**config.mk**
```make
export PLATFORM = sky130hd
export DESIGN_NAME = lv_owt_rx
export DESIGN_NICKNAME = d
export VERILOG_FILES = /design/src/rtl/lv_owt_pkg.sv /design/src/rtl/lv_owt_crc8.sv /design/src/rtl/lv_owt_rx.sv
export SDC_FILE = /design/constraint.sdc
export NUM_CORES = 1
export LEC_CHECK = 0
export ABC_CLOCK_PERIOD_IN_PS = 4400
export BUFFER_PORTS_ARGS = -buffer_cell sky130_fd_sc_hd__buf_2
export CAP_MARGIN = 20
export CORE_MARGIN = 4
export CORE_UTILIZATION = 40
export CTS_BUF_LIST = sky130_fd_sc_hd__clkbuf_16
export CTS_CLUSTER_SIZE = 10
export DETAILED_ROUTE_END_ITERATION = 7
export SYNTH_ARGS = -nofsm -noshare
export SYNTH_HDL_FRONTEND = slang
export SYNTH_SLANG_ARGS = --single-unit
```
**constraint.sdc**
```tcl
create_clock -name i_clk -period 4.4 [get_ports i_clk]
set_clock_uncertainty 0.2 [all_clocks]
set_input_delay 0.66 -clock i_clk [delete_from_list [all_inputs] [get_ports i_clk]]
set_output_delay 0.66 -clock i_clk [all_outputs]
set_load 0.01 [all_outputs]
```
**src/rtl/lv_owt_pkg.sv**
```systemverilog
// Shared definitions for the LV-side one-wire transport (OWT) blocks:
// the receive FSM state encoding, the CRC-8 polynomial, and the default
// field widths that the transmitter and the shadow-register stage also use.
package lv_owt_pkg;

    localparam int OWT_CMD_BIT_NUM_DEF  = 8;
    localparam int OWT_ADCD_BIT_NUM_DEF = 20;
    localparam int OWT_CLK_PER_BIT_DEF  = 16;
    localparam int OWT_CRC_W_DEF        = 8;

    // x^8 + x^2 + x + 1
    localparam logic [7:0] OWT_CRC_POLY = 8'h07;

    typedef enum logic [2:0] {
        OWT_ST_IDLE  = 3'd0,
        OWT_ST_START = 3'd1,
        OWT_ST_CMD   = 3'd2,
        OWT_ST_DATA  = 3'd3,
        OWT_ST_CRC   = 3'd4,
        OWT_ST_STOP  = 3'd5,
        OWT_ST_BREAK = 3'd6
    } owt_rx_st_e;

    // One MSB-first serial step of the CRC-8 LFSR.
    function automatic logic [7:0] owt_crc8_step(input logic [7:0] crc, input logic bit_in);
        return {crc[6:0], 1'b0} ^ ({8{crc[7] ^ bit_in}} & OWT_CRC_POLY);
    endfunction

endpackage

```
**src/rtl/lv_owt_crc8.sv**
```systemverilog
// Serial CRC-8 LFSR (poly 0x07, init 0x00), fed MSB first one bit per
// bit_en strobe. clear has priority and returns the register to the init value.
module lv_owt_crc8
    import lv_owt_pkg::*;
(
    input  logic       i_clk,
    input  logic       i_rst_n,
    input  logic       clear,
    input  logic       bit_en,
    input  logic       bit_in,
    output logic [7:0] crc_out
);

    logic [7:0] crc_q;
    logic [7:0] crc_d;

    // Next CRC value: clear, advance by one bit, or hold.
    always_comb begin
        crc_d = crc_q;
        if (clear) begin
            crc_d = 8'h00;
        end else if (bit_en) begin
            crc_d = owt_crc8_step(crc_q, bit_in);
        end
    end

    // CRC register.
    always_ff @(posedge i_clk or negedge i_rst_n) begin
        if (!i_rst_n) begin
            crc_q <= 8'h00;
        end else begin
            crc_q <= crc_d;
        end
    end

    assign crc_out = crc_q;

endmodule

```
**src/rtl/lv_owt_rx.sv**
```systemverilog
// LV-side OWT frame receiver: synchronizes and oversamples the return line
// from the HV die, deserializes start/cmd/data/[crc]/stop (MSB first) and
// reports each completed frame with a one-cycle ack plus an error status.
// Build option: define LV_OWT_RX_CRC_EN to include the CRC field and checker.
//
// state  | meaning
// -------+----------------------------------------------------------
// IDLE   | line idle, waiting for a falling edge with rx enabled
// START  | half-bit wait, then confirm start bit (reject glitches)
// CMD    | shifting in command bits, one per bit period at mid-bit
// DATA   | shifting in payload bits
// CRC    | shifting in received CRC field (CRC build only)
// STOP   | sampling stop bit, raising ack and status
// BREAK  | stop bit was low; wait for the line to return high
module lv_owt_rx
    import lv_owt_pkg::*;
#(
    parameter int OWT_CMD_BIT_NUM  = OWT_CMD_BIT_NUM_DEF,
    parameter int OWT_ADCD_BIT_NUM = OWT_ADCD_BIT_NUM_DEF,
    parameter int CLK_PER_BIT      = OWT_CLK_PER_BIT_DEF,
    parameter int OWT_CRC_W        = OWT_CRC_W_DEF
)
(
    input  logic                        i_clk,
    input  logic                        i_rst_n,
    input  logic                        i_owt_rx,
    input  logic                        i_rx_en,
    output logic                        o_owt_rx_ack,
    output logic [OWT_CMD_BIT_NUM-1:0]  o_owt_rx_cmd,
    output logic [OWT_ADCD_BIT_NUM-1:0] o_owt_rx_data,
    output logic                        o_owt_rx_status,
    output logic                        o_owt_rx_busy
);

    localparam int HALF_BIT = CLK_PER_BIT / 2;
    localparam int TW       = $clog2(CLK_PER_BIT);
    localparam int MAXW_CD  = (OWT_CMD_BIT_NUM > OWT_ADCD_BIT_NUM) ? OWT_CMD_BIT_NUM : OWT_ADCD_BIT_NUM;
    localparam int MAXW     = (MAXW_CD > OWT_CRC_W) ? MAXW_CD : OWT_CRC_W;
    localparam int BCW      = $clog2(MAXW);

    logic sync1_q, sync2_q, prev_q;
    logic rx_s, rx_fall;

    owt_rx_st_e             state_q, state_d;
    logic [TW-1:0]          tmr_q, tmr_d;
    logic [BCW-1:0]         bcnt_q, bcnt_d;
    logic                   tmr_tc;

    logic [OWT_CMD_BIT_NUM-1:0]  cmd_sh_q, cmd_sh_d;
    logic [OWT_ADCD_BIT_NUM-1:0] data_sh_q, data_sh_d;

    logic                        ack_q, ack_d;
    logic [OWT_CMD_BIT_NUM-1:0]  cmd_q, cmd_d;
    logic [OWT_ADCD_BIT_NUM-1:0] data_q, data_d;
    logic                        status_q, status_d;
    logic                        busy_q, busy_d;
    logic                        crc_mismatch;

`ifdef LV_OWT_RX_CRC_EN
    logic [OWT_CRC_W-1:0] crc_sh_q, crc_sh_d;
    logic                 crc_clear, crc_bit_en;
    logic [7:0]           crc_calc;

    lv_owt_crc8 u_crc (
        .i_clk   (i_clk),
        .i_rst_n (i_rst_n),
        .clear   (crc_clear),
        .bit_en  (crc_bit_en),
        .bit_in  (rx_s),
        .crc_out (crc_calc)
    );

    assign crc_mismatch = (crc_calc != crc_sh_q);
`else
    assign crc_mismatch = 1'b0;
`endif

    assign rx_s    = sync2_q;
    assign rx_fall = prev_q & ~sync2_q;
    assign tmr_tc  = (tmr_q == '0);

    // Two-flop synchronizer plus delayed copy for falling-edge detection; idle high.
    always_ff @(posedge i_clk or negedge i_rst_n) begin
        if (!i_rst_n) begin
            sync1_q <= 1'b1;
            sync2_q <= 1'b1;
            prev_q  <= 1'b1;
        end else begin
            sync1_q <= i_owt_rx;
            sync2_q <= sync1_q;
            prev_q  <= sync2_q;
        end
    end

    // Frame FSM, bit-period down-counter, field shift registers and result capture.
    always_comb begin
        state_d   = state_q;
        tmr_d     = tmr_tc ? tmr_q : tmr_q - TW'(1);
        bcnt_d    = bcnt_q;
        cmd_sh_d  = cmd_sh_q;
        data_sh_d = data_sh_q;
        ack_d     = 1'b0;
        cmd_d     = cmd_q;
        data_d    = data_q;
        status_d  = status_q;
`ifdef LV_OWT_RX_CRC_EN
        crc_sh_d   = crc_sh_q;
        crc_clear  = 1'b0;
        crc_bit_en = 1'b0;
`endif

        case (state_q)
            OWT_ST_IDLE: begin
`ifdef LV_OWT_RX_CRC_EN
                crc_clear = 1'b1;
`endif
                if (rx_fall) begin
                    state_d = OWT_ST_START;
                    tmr_d   = TW'(HALF_BIT - 1);
                end
            end
            OWT_ST_START: begin
                if (tmr_tc) begin
                    if (rx_s) begin
                        state_d = OWT_ST_IDLE;
                    end else begin
                        state_d = OWT_ST_CMD;
                        tmr_d   = TW'(CLK_PER_BIT - 1);
                        bcnt_d  = BCW'(OWT_CMD_BIT_NUM - 1);
                    end
                end
            end
            OWT_ST_CMD: begin
                if (tmr_tc) begin
                    cmd_sh_d = {cmd_sh_q[OWT_CMD_BIT_NUM-2:0], rx_s};
                    tmr_d    = TW'(CLK_PER_BIT - 1);
`ifdef LV_OWT_RX_CRC_EN
                    crc_bit_en = 1'b1;
`endif
                    if (bcnt_q == '0) begin
                        state_d = OWT_ST_DATA;
                        bcnt_d  = BCW'(OWT_ADCD_BIT_NUM - 1);
                    end else begin
                        bcnt_d = bcnt_q - BCW'(1);
                    end
                end
            end
            OWT_ST_DATA: begin
                if (tmr_tc) begin
                    data_sh_d = {data_sh_q[OWT_ADCD_BIT_NUM-2:0], rx_s};
                    tmr_d     = TW'(CLK_PER_BIT - 1);
`ifdef LV_OWT_RX_CRC_EN
                    crc_bit_en = 1'b1;
                    if (bcnt_q == '0) begin
                        state_d = OWT_ST_CRC;
                        bcnt_d  = BCW'(OWT_CRC_W - 1);
                    end else begin
                        bcnt_d = bcnt_q - BCW'(1);
                    end
`else
                    if (bcnt_q == '0) begin
                        state_d = OWT_ST_STOP;
                    end else begin
                        bcnt_d = bcnt_q - BCW'(1);
                    end
`endif
                end
            end
`ifdef LV_OWT_RX_CRC_EN
            OWT_ST_CRC: begin
                if (tmr_tc) begin
                    crc_sh_d = {crc_sh_q[OWT_CRC_W-2:0], rx_s};
                    tmr_d    = TW'(CLK_PER_BIT - 1);
                    if (bcnt_q == '0) begin
                        state_d = OWT_ST_STOP;
                    end else begin
                        bcnt_d = bcnt_q - BCW'(1);
                    end
                end
            end
`endif
            OWT_ST_STOP: begin
                if (tmr_tc) begin
                    ack_d    = 1'b1;
                    cmd_d    = cmd_sh_q;
                    data_d   = data_sh_q;
                    status_d = ~rx_s | crc_mismatch;
                    state_d  = rx_s ? OWT_ST_IDLE : OWT_ST_BREAK;
                end
            end
            OWT_ST_BREAK: begin
                if (rx_s) begin
                    state_d = OWT_ST_IDLE;
                end
            end
            default: begin
                state_d = OWT_ST_IDLE;
            end
        endcase

        // Disable aborts any frame in flight; results from the last good ack stay visible.
        if (!i_rx_en) begin
            state_d  = OWT_ST_IDLE;
            ack_d    = 1'b0;
            cmd_d    = cmd_q;
            data_d   = data_q;
            status_d = status_q;
        end

        busy_d = (state_d != OWT_ST_IDLE) && (state_d != OWT_ST_START);
    end

    // FSM, counters, shift registers and output registers.
    always_ff @(posedge i_clk or negedge i_rst_n) begin
        if (!i_rst_n) begin
            state_q   <= OWT_ST_IDLE;
            tmr_q     <= '0;
            bcnt_q    <= '0;
            cmd_sh_q  <= '0;
            data_sh_q <= '0;
            ack_q     <= 1'b0;
            cmd_q     <= '0;
            data_q    <= '0;
            status_q  <= 1'b0;
            busy_q    <= 1'b0;
`ifdef LV_OWT_RX_CRC_EN
            crc_sh_q  <= '0;
`endif
        end else begin
            state_q   <= state_d;
            tmr_q     <= tmr_d;
            bcnt_q    <= bcnt_d;
            cmd_sh_q  <= cmd_sh_d;
            data_sh_q <= data_sh_d;
            ack_q     <= ack_d;
            cmd_q     <= cmd_d;
            data_q    <= data_d;
            status_q  <= status_d;
            busy_q    <= busy_d;
`ifdef LV_OWT_RX_CRC_EN
            crc_sh_q  <= crc_sh_d;
`endif
        end
    end

    assign o_owt_rx_ack    = ack_q;
    assign o_owt_rx_cmd    = cmd_q;
    assign o_owt_rx_data   = data_q;
    assign o_owt_rx_status = status_q;
    assign o_owt_rx_busy   = busy_q;

endmodule

```
# ---- Word level (Yosys, flattened, before mapping)
# Index checks and enable logic that the tools add are counted.
dict set report word_totals {
  inputBits 4
  elab_cells 67
  ff_bits 74
}
dict set report op_classes {
  bitwise_logic 2
  muxes 28
  reduce_logical 11
  eq_ne 11
  n_addsub 2
}
# operator count
set ops {}
lappend ops {{3-bit 2-to-1 mux} 10}
lappend ops {{5-bit 2-to-1 mux} 6}
lappend ops {{4-bit 2-to-1 mux} 5}
lappend ops {{3-bit case mux with 6 select lines} 1}
lappend ops {{5-bit case mux with 3 select lines} 1}
lappend ops {{4-bit case mux with 3 select lines} 1}
lappend ops {{2-bit != test (second input constant)} 5}
lappend ops {{3-bit by 2-bit == test with 1-bit output (second input constant)} 2}
lappend ops {{3-bit == test (second input constant)} 2}
lappend ops {{6-bit AND reduction} 1}
lappend ops {{3-bit nonzero test} 2}
lappend ops {{5-bit zero test} 1}
lappend ops {{5-bit by 1-bit subtractor with 5-bit output (second input constant)} 1}
lappend ops {{4-bit zero test} 1}
lappend ops {{2-bit AND reduction} 2}
lappend ops {{4-bit by 1-bit subtractor with 4-bit output (second input constant)} 1}
lappend ops {{3-bit by 1-bit == test with 1-bit output (second input constant)} 1}
lappend ops {{3-bit zero test} 1}
lappend ops {{1-bit 2-to-1 mux} 3}
lappend ops {{3-bit by 1-bit != test with 1-bit output (second input constant)} 1}
lappend ops {{3-bit AND reduction} 1}
lappend ops {{2-bit 2-to-1 mux} 1}
lappend ops {{2-bit OR reduction} 1}
lappend ops {{1-bit bitwise AND} 1}
lappend ops {{2 further kinds} 2}

# ---- Logic depth before layout (Yosys ltp)
dict set report logic_depth {
  ltp_word 7
  depth_mapped 9
  mapped_depth_nobuf 8
}

# ---- Worst setup path before layout
# OpenSTA, ideal clock, no wires.
dict set report synth_timing {
  path_type {reg2reg}
  from {register tmr_q[0]}
  to {register bcnt_q[3]}
  path_stages_with_launch 9
  path_slack_ps 2323
  synth_period_minus_slack_ps 2077
  arrival_time_ps 1756
  setup_time_ps 121
  path_buffers 1
  path_cell_list {dfrtp_1 > inv_1 > ha_1 > nor3b_4 > inv_2 > buf_6 > a211o_4 > o21bai_1 > a22o_1}
}
dict set report synth_via {
  elab_chain_len 3
  word_cells_on_any_way 5
  classes_between {3 x eq/ne; 2 x reduce/logical}
}
# item line
set synth_rtl {}
lappend synth_rtl {{start: declaration} lv_owt_rx.sv:45} ;# logic [TW-1:0] tmr_q, tmr_d;
lappend synth_rtl {{start signal: assignment} lv_owt_rx.sv:231} ;# tmr_q <= tmr_d;
lappend synth_rtl {{4-bit zero test *} lv_owt_rx.sv:80} ;# assign tmr_tc = (tmr_q == '0);
lappend synth_rtl {{2-bit != test (no source line)} --}
lappend synth_rtl {{6-bit AND reduction (no source line) *} --}
lappend synth_rtl {{end signal: assignment} lv_owt_rx.sv:232} ;# bcnt_q <= bcnt_d;
lappend synth_rtl {{end: declaration} lv_owt_rx.sv:46} ;# logic [BCW-1:0] bcnt_q, bcnt_d;
# Every way passes the cells marked *; elsewhere a longest branch is shown, timed or not.
# A chain may end at the register's enable or synchronous reset.

# ---- Worst setup path after layout
dict set report layout_timing {
  from {register tmr_q[0]}
  to {register data_q[6] (netlist: o_owt_rx_data[6])}
}
dict set report layout_via {
  elab_chain_len 2
}
# item line
set layout_rtl {}
lappend layout_rtl {{4-bit zero test} lv_owt_rx.sv:80}
lappend layout_rtl {{3-bit AND reduction (no source line)} --}
lappend layout_rtl {{end signal: assignment} lv_owt_rx.sv:237} ;# data_q <= data_d;
lappend layout_rtl {{end: declaration} lv_owt_rx.sv:54} ;# logic [OWT_ADCD_BIT_NUM-1:0] data_q, data_d;
# Every way passes these cells.

==> flow_results.org <==
** Status
- Run status :: finished clean

** STA
- Final hold violation count :: 0
- Setup repair after global routing missed its margin :: no
- Setup violations remaining at the end of the flow were counted as 0.
- Maximum achievable frequency :: 346 MHz
- The worst path needs 2.89 ns of the cycle, external delays included.
- After layout, the worst path uses 65.7% of the clock period.
- Smallest hold slack :: 0.158 ns
- Total Negative Setup Slacks :: 0 ns
- Worst-case headroom to the max-slew limit :: 40.2%
- The max-slew violation total from the final report came to 0.
- Transition at the pin with the smallest max-transition slack :: 0.896 ns

** Logic synthesis
- By area, the combinational part of the netlist is dominated by multiplexers.
- Compound-gate portion of the synthesized area :: 7.38%
- The Yosys step of the flow raised 0 warnings.
- Adder-Cell Fraction of Synth Area :: 1.61%
- Synthesis produced a netlist whose cell count is 229.
- In this run the cell area of the synthesized design comes to 0.00310 mm2.
- Synth unique cells :: 42
- Dividing the synthesized area by the synthesized cell count gives 13.6 um2.
- Mux share of post-synthesis cell area :: 21.0%
- In the synthesized netlist the dominant register cell turns out to be sky130_fd_sc_hd__dfrtp_1.
- Summing the areas of all and, or, nand and nor instances in the mapped netlist gives 6.77% of the synthesized area.
- Of the synthesized area, sequential elements account for 59.8%.
- After synthesis, the share of flip-flops with an asynchronous set or reset is 100%.
- Xor and xnor area share after synthesis :: 0.282%
- The number of nets handed over by synthesis was 237.
- Number of enable flip-flop cells after synthesis :: 0
- In this run, synthesis produced a sequential element count of 74.

** Clocking
- Buffers inserted during clock tree synthesis total 9.
- TritonCTS clock tree :: done
- Maximum count of clock buffers along a single path :: 2
- The H-tree was split into 3 levels.
- In this run, post-CTS hold repair placed 0 buffers.
- Clock input transition at the sequential cells of the worst setup and hold paths :: 0.06 ns
- For the worst-skew pair, the clock arrives at the later sink with an insertion delay of 0.32 ns.
- CTS saw 74 sinks.
- Number of gates resized after CTS :: 0
- Buffer cell driving the clock tree root :: sky130_fd_sc_hd__clkbuf_16
- Post-CTS timing repair inserted 0 buffers for setup.

** Global routing
- Entering global routing, the biggest net connects 75 pins.
- The number of antenna violations at the first check in global routing is 0.
- Vias in the first global route :: 1957
- The first global-routing pass estimated 9480 um of wire.
- Final global-route overflow total :: 0
- Overall fraction of global-route tracks in use :: 13.4%

** Place
- After legalization and detailed placement, the total HPWL measured 3440 um.
- Input and output buffers added on the ports amount to 34.
- Including well taps, the total number of placed cells is 354.
- At the end of routability-driven placement, the weighted congestion stood at 0.866.

** Layout
- Final core area utilization :: 49.4%
- At the end of the flow, the number of nets in the layout was 274.
- From synthesis to final layout, the design area changed by 18.0%.
- Fraction of layout cells with a size suffix above 1 :: 43.5%
- The repair_antennas step left the layout with diodes totalling 0.
- Total of fill cells in the finished design :: 674
- The finished layout holds 370 standard cells, fillers aside.

** Detailed routing
- Drt via density :: 5.08
- Detailed routing inserted a total of 1879 vias.
- Antenna Nets Post-Route :: 0
- Drt first-iter violations :: 58
- Routed wirelength normalized by instance count :: 14.6 um
- First-pass iteration count of the detailed router :: 4
- After detailed routing, the number of remaining DRC violations is 0.
- Wire length after detailed routing :: 5400 um

** Setup path
- Logic depth of the worst register-to-register path :: 7
- Sort of element at the end of the critical path :: flip-flop
- STA puts the critical path data required time at 4.41 ns.
- Data arrives at the worst endpoint at 2.90 ns.
- Along the worst path, the maximum fanout reaches 17.
- Startpoint types :: flip-flop
- By startpoint and endpoint, the worst setup path is classified as flip-flop to flip-flop.

** Floorplan
- Initial core utilization :: 41.9%
- Core outline area :: 0.00741 mm2
- Die area :: 0.00923 mm2
- From bottom edge to top edge, the die measures 96.1 um.
- The die is 96.1 um wide.
- The floorplan has 31 rows.
- Pin placement for this block handled 35 I/O pins.

** Worst hold path
- The path class of the tightest hold or removal check is flip-flop to flip-flop.
- Along the worst hold path, the cell count comes to 0.

** Power
- VDD sags by at most 0.194 mV.
- Power density over cell area :: 462 mW/mm2
- Standby leakage power :: 1.85 nW
- Power comes to 1.69 mW.

** Job
- Maximum capacitance violations :: 0
==> cell usage after synthesis, types with 2 or more instances <==
master                      n  area share [%]
sky130_fd_sc_hd__nand2_1    7            0.85
sky130_fd_sc_hd__mux2_2    57              21
sky130_fd_sc_hd__o21ai_0    9             1.5
sky130_fd_sc_hd__clkbuf_1   3            0.36
sky130_fd_sc_hd__nor2b_1    2            0.40
sky130_fd_sc_hd__dfrtp_1   71              57
sky130_fd_sc_hd__inv_1     11             1.3
sky130_fd_sc_hd__nor2_1     5            0.60
sky130_fd_sc_hd__a31oi_1    3            0.60
sky130_fd_sc_hd__nand2b_1   2            0.40
sky130_fd_sc_hd__nand3_1    7             1.1
sky130_fd_sc_hd__ha_1       4             1.6
sky130_fd_sc_hd__buf_2      6            0.97
sky130_fd_sc_hd__o31ai_1    2            0.48
sky130_fd_sc_hd__nor4_1     2            0.40
sky130_fd_sc_hd__dfstp_2    3             2.5
sky130_fd_sc_hd__nor3_1     3            0.48
sky130_fd_sc_hd__a21oi_1    8             1.3
==> placed cells by master (no fill, tap or decap), drive strengths merged, types with 2 or more instances in the layout <==
cell and count:
buf 36, clkbuf 9, nor4 2, nor2 5, o21ai 9, a31oi 3, nor3 4, nand2b 2
mux2 57, nor2b 2, dfrtp 71, nor3b 2, dfstp 3, clkinv 3, nand2 7, o31ai 2
clkinvlp 2, nand3 7, a21oi 8, inv 13, ha 4
==> flip-flops by register name, summed over array words and instances (netlist names), 3 cells and up <==
name and cells:
o_owt_rx_cmd 8, bcnt_q 5, tmr_q 4, o_owt_rx_data 20
data_sh_q 20, cmd_sh_q 8, state_q 3
==> through the flow <==
stage          area, um2  setup slack [ns]
2_1_floorplan       3100              2.32
6_report            3660              1.51
3_5_place_dp        3370              1.50
4_1_cts             3660              1.48
3_3_place_gp        3370              1.61
5_1_grt             3660              1.33
==> cells by family after synthesis <==
family / count (synthesis)
buffers and inverters: 22
multiplexers: 58
XOR/XNOR: 1
AND/OR/NAND/NOR: 36
adder cells (fa/ha/maj): 4
flip-flops: 74
AO/OA/AOI/OAI: 34
==> worst max-delay path, stage by stage, from the launching register on <==
cell and delay, ns:
sky130_fd_sc_hd__dfrtp_1 0.41, sky130_fd_sc_hd__inv_1 0.07, sky130_fd_sc_hd__ha_1 0.20, sky130_fd_sc_hd__nor3b_4 0.30, sky130_fd_sc_hd__inv_2 0.18, sky130_fd_sc_hd__nor2_2 0.70, sky130_fd_sc_hd__buf_4 0.35, sky130_fd_sc_hd__mux2_2 0.36
==> power by group <==
part / total, mW / internal, mW / switching (mW)
combinational: 0.205 / 0.0872 / 0.118
sequential: 0.771 / 0.720 / 0.0509
clock: 0.714 / 0.437 / 0.278
total: 1.69 / 1.24 / 0.447
==> worst paths after layout <==
kind / from / endpoint / slack [ns]
worst max-delay path: tmr_q[0]$_DFF_PN0_ / o_owt_rx_data[6]$_DFFE_PN0P_ / 1.51
worst min-delay path: sync1_q$_DFF_PN1_ / rx_s$_DFF_PN1_ / 0.16
worst max register to register: tmr_q[0]$_DFF_PN0_ / o_owt_rx_data[6]$_DFFE_PN0P_ / 1.51
worst min register to register: sync1_q$_DFF_PN1_ / rx_s$_DFF_PN1_ / 0.16
max in group asynchronous: i_rst_n / data_sh_q[18]$_DFFE_PN0P_ / 3.15
min in group asynchronous: i_rst_n / data_sh_q[7]$_DFFE_PN0P_ / 0.25
==> per-layer routing <==
metal	vias to the layer above	wire length (um)	track usage (%)
li1	899	-	-
met1	920	2570	18.3
met2	51	2500	19.6
met3	9	241	3.28
met4	0	97	7.35
met5	-	0	0
==> cell type report <==
cell class	instances	area, um2	share of cell area [%]
clock buffer	9	225	6.15
clock inverter	7	67.6	1.84
inverter	12	45.0	1.23
multi-input combinational	133	1160	31.6
sequential	74	1860	50.7
tap	99	124	3.38
timing repair buffer	36	188	5.12
Note: power is estimated with default switching activity, not from simulation.
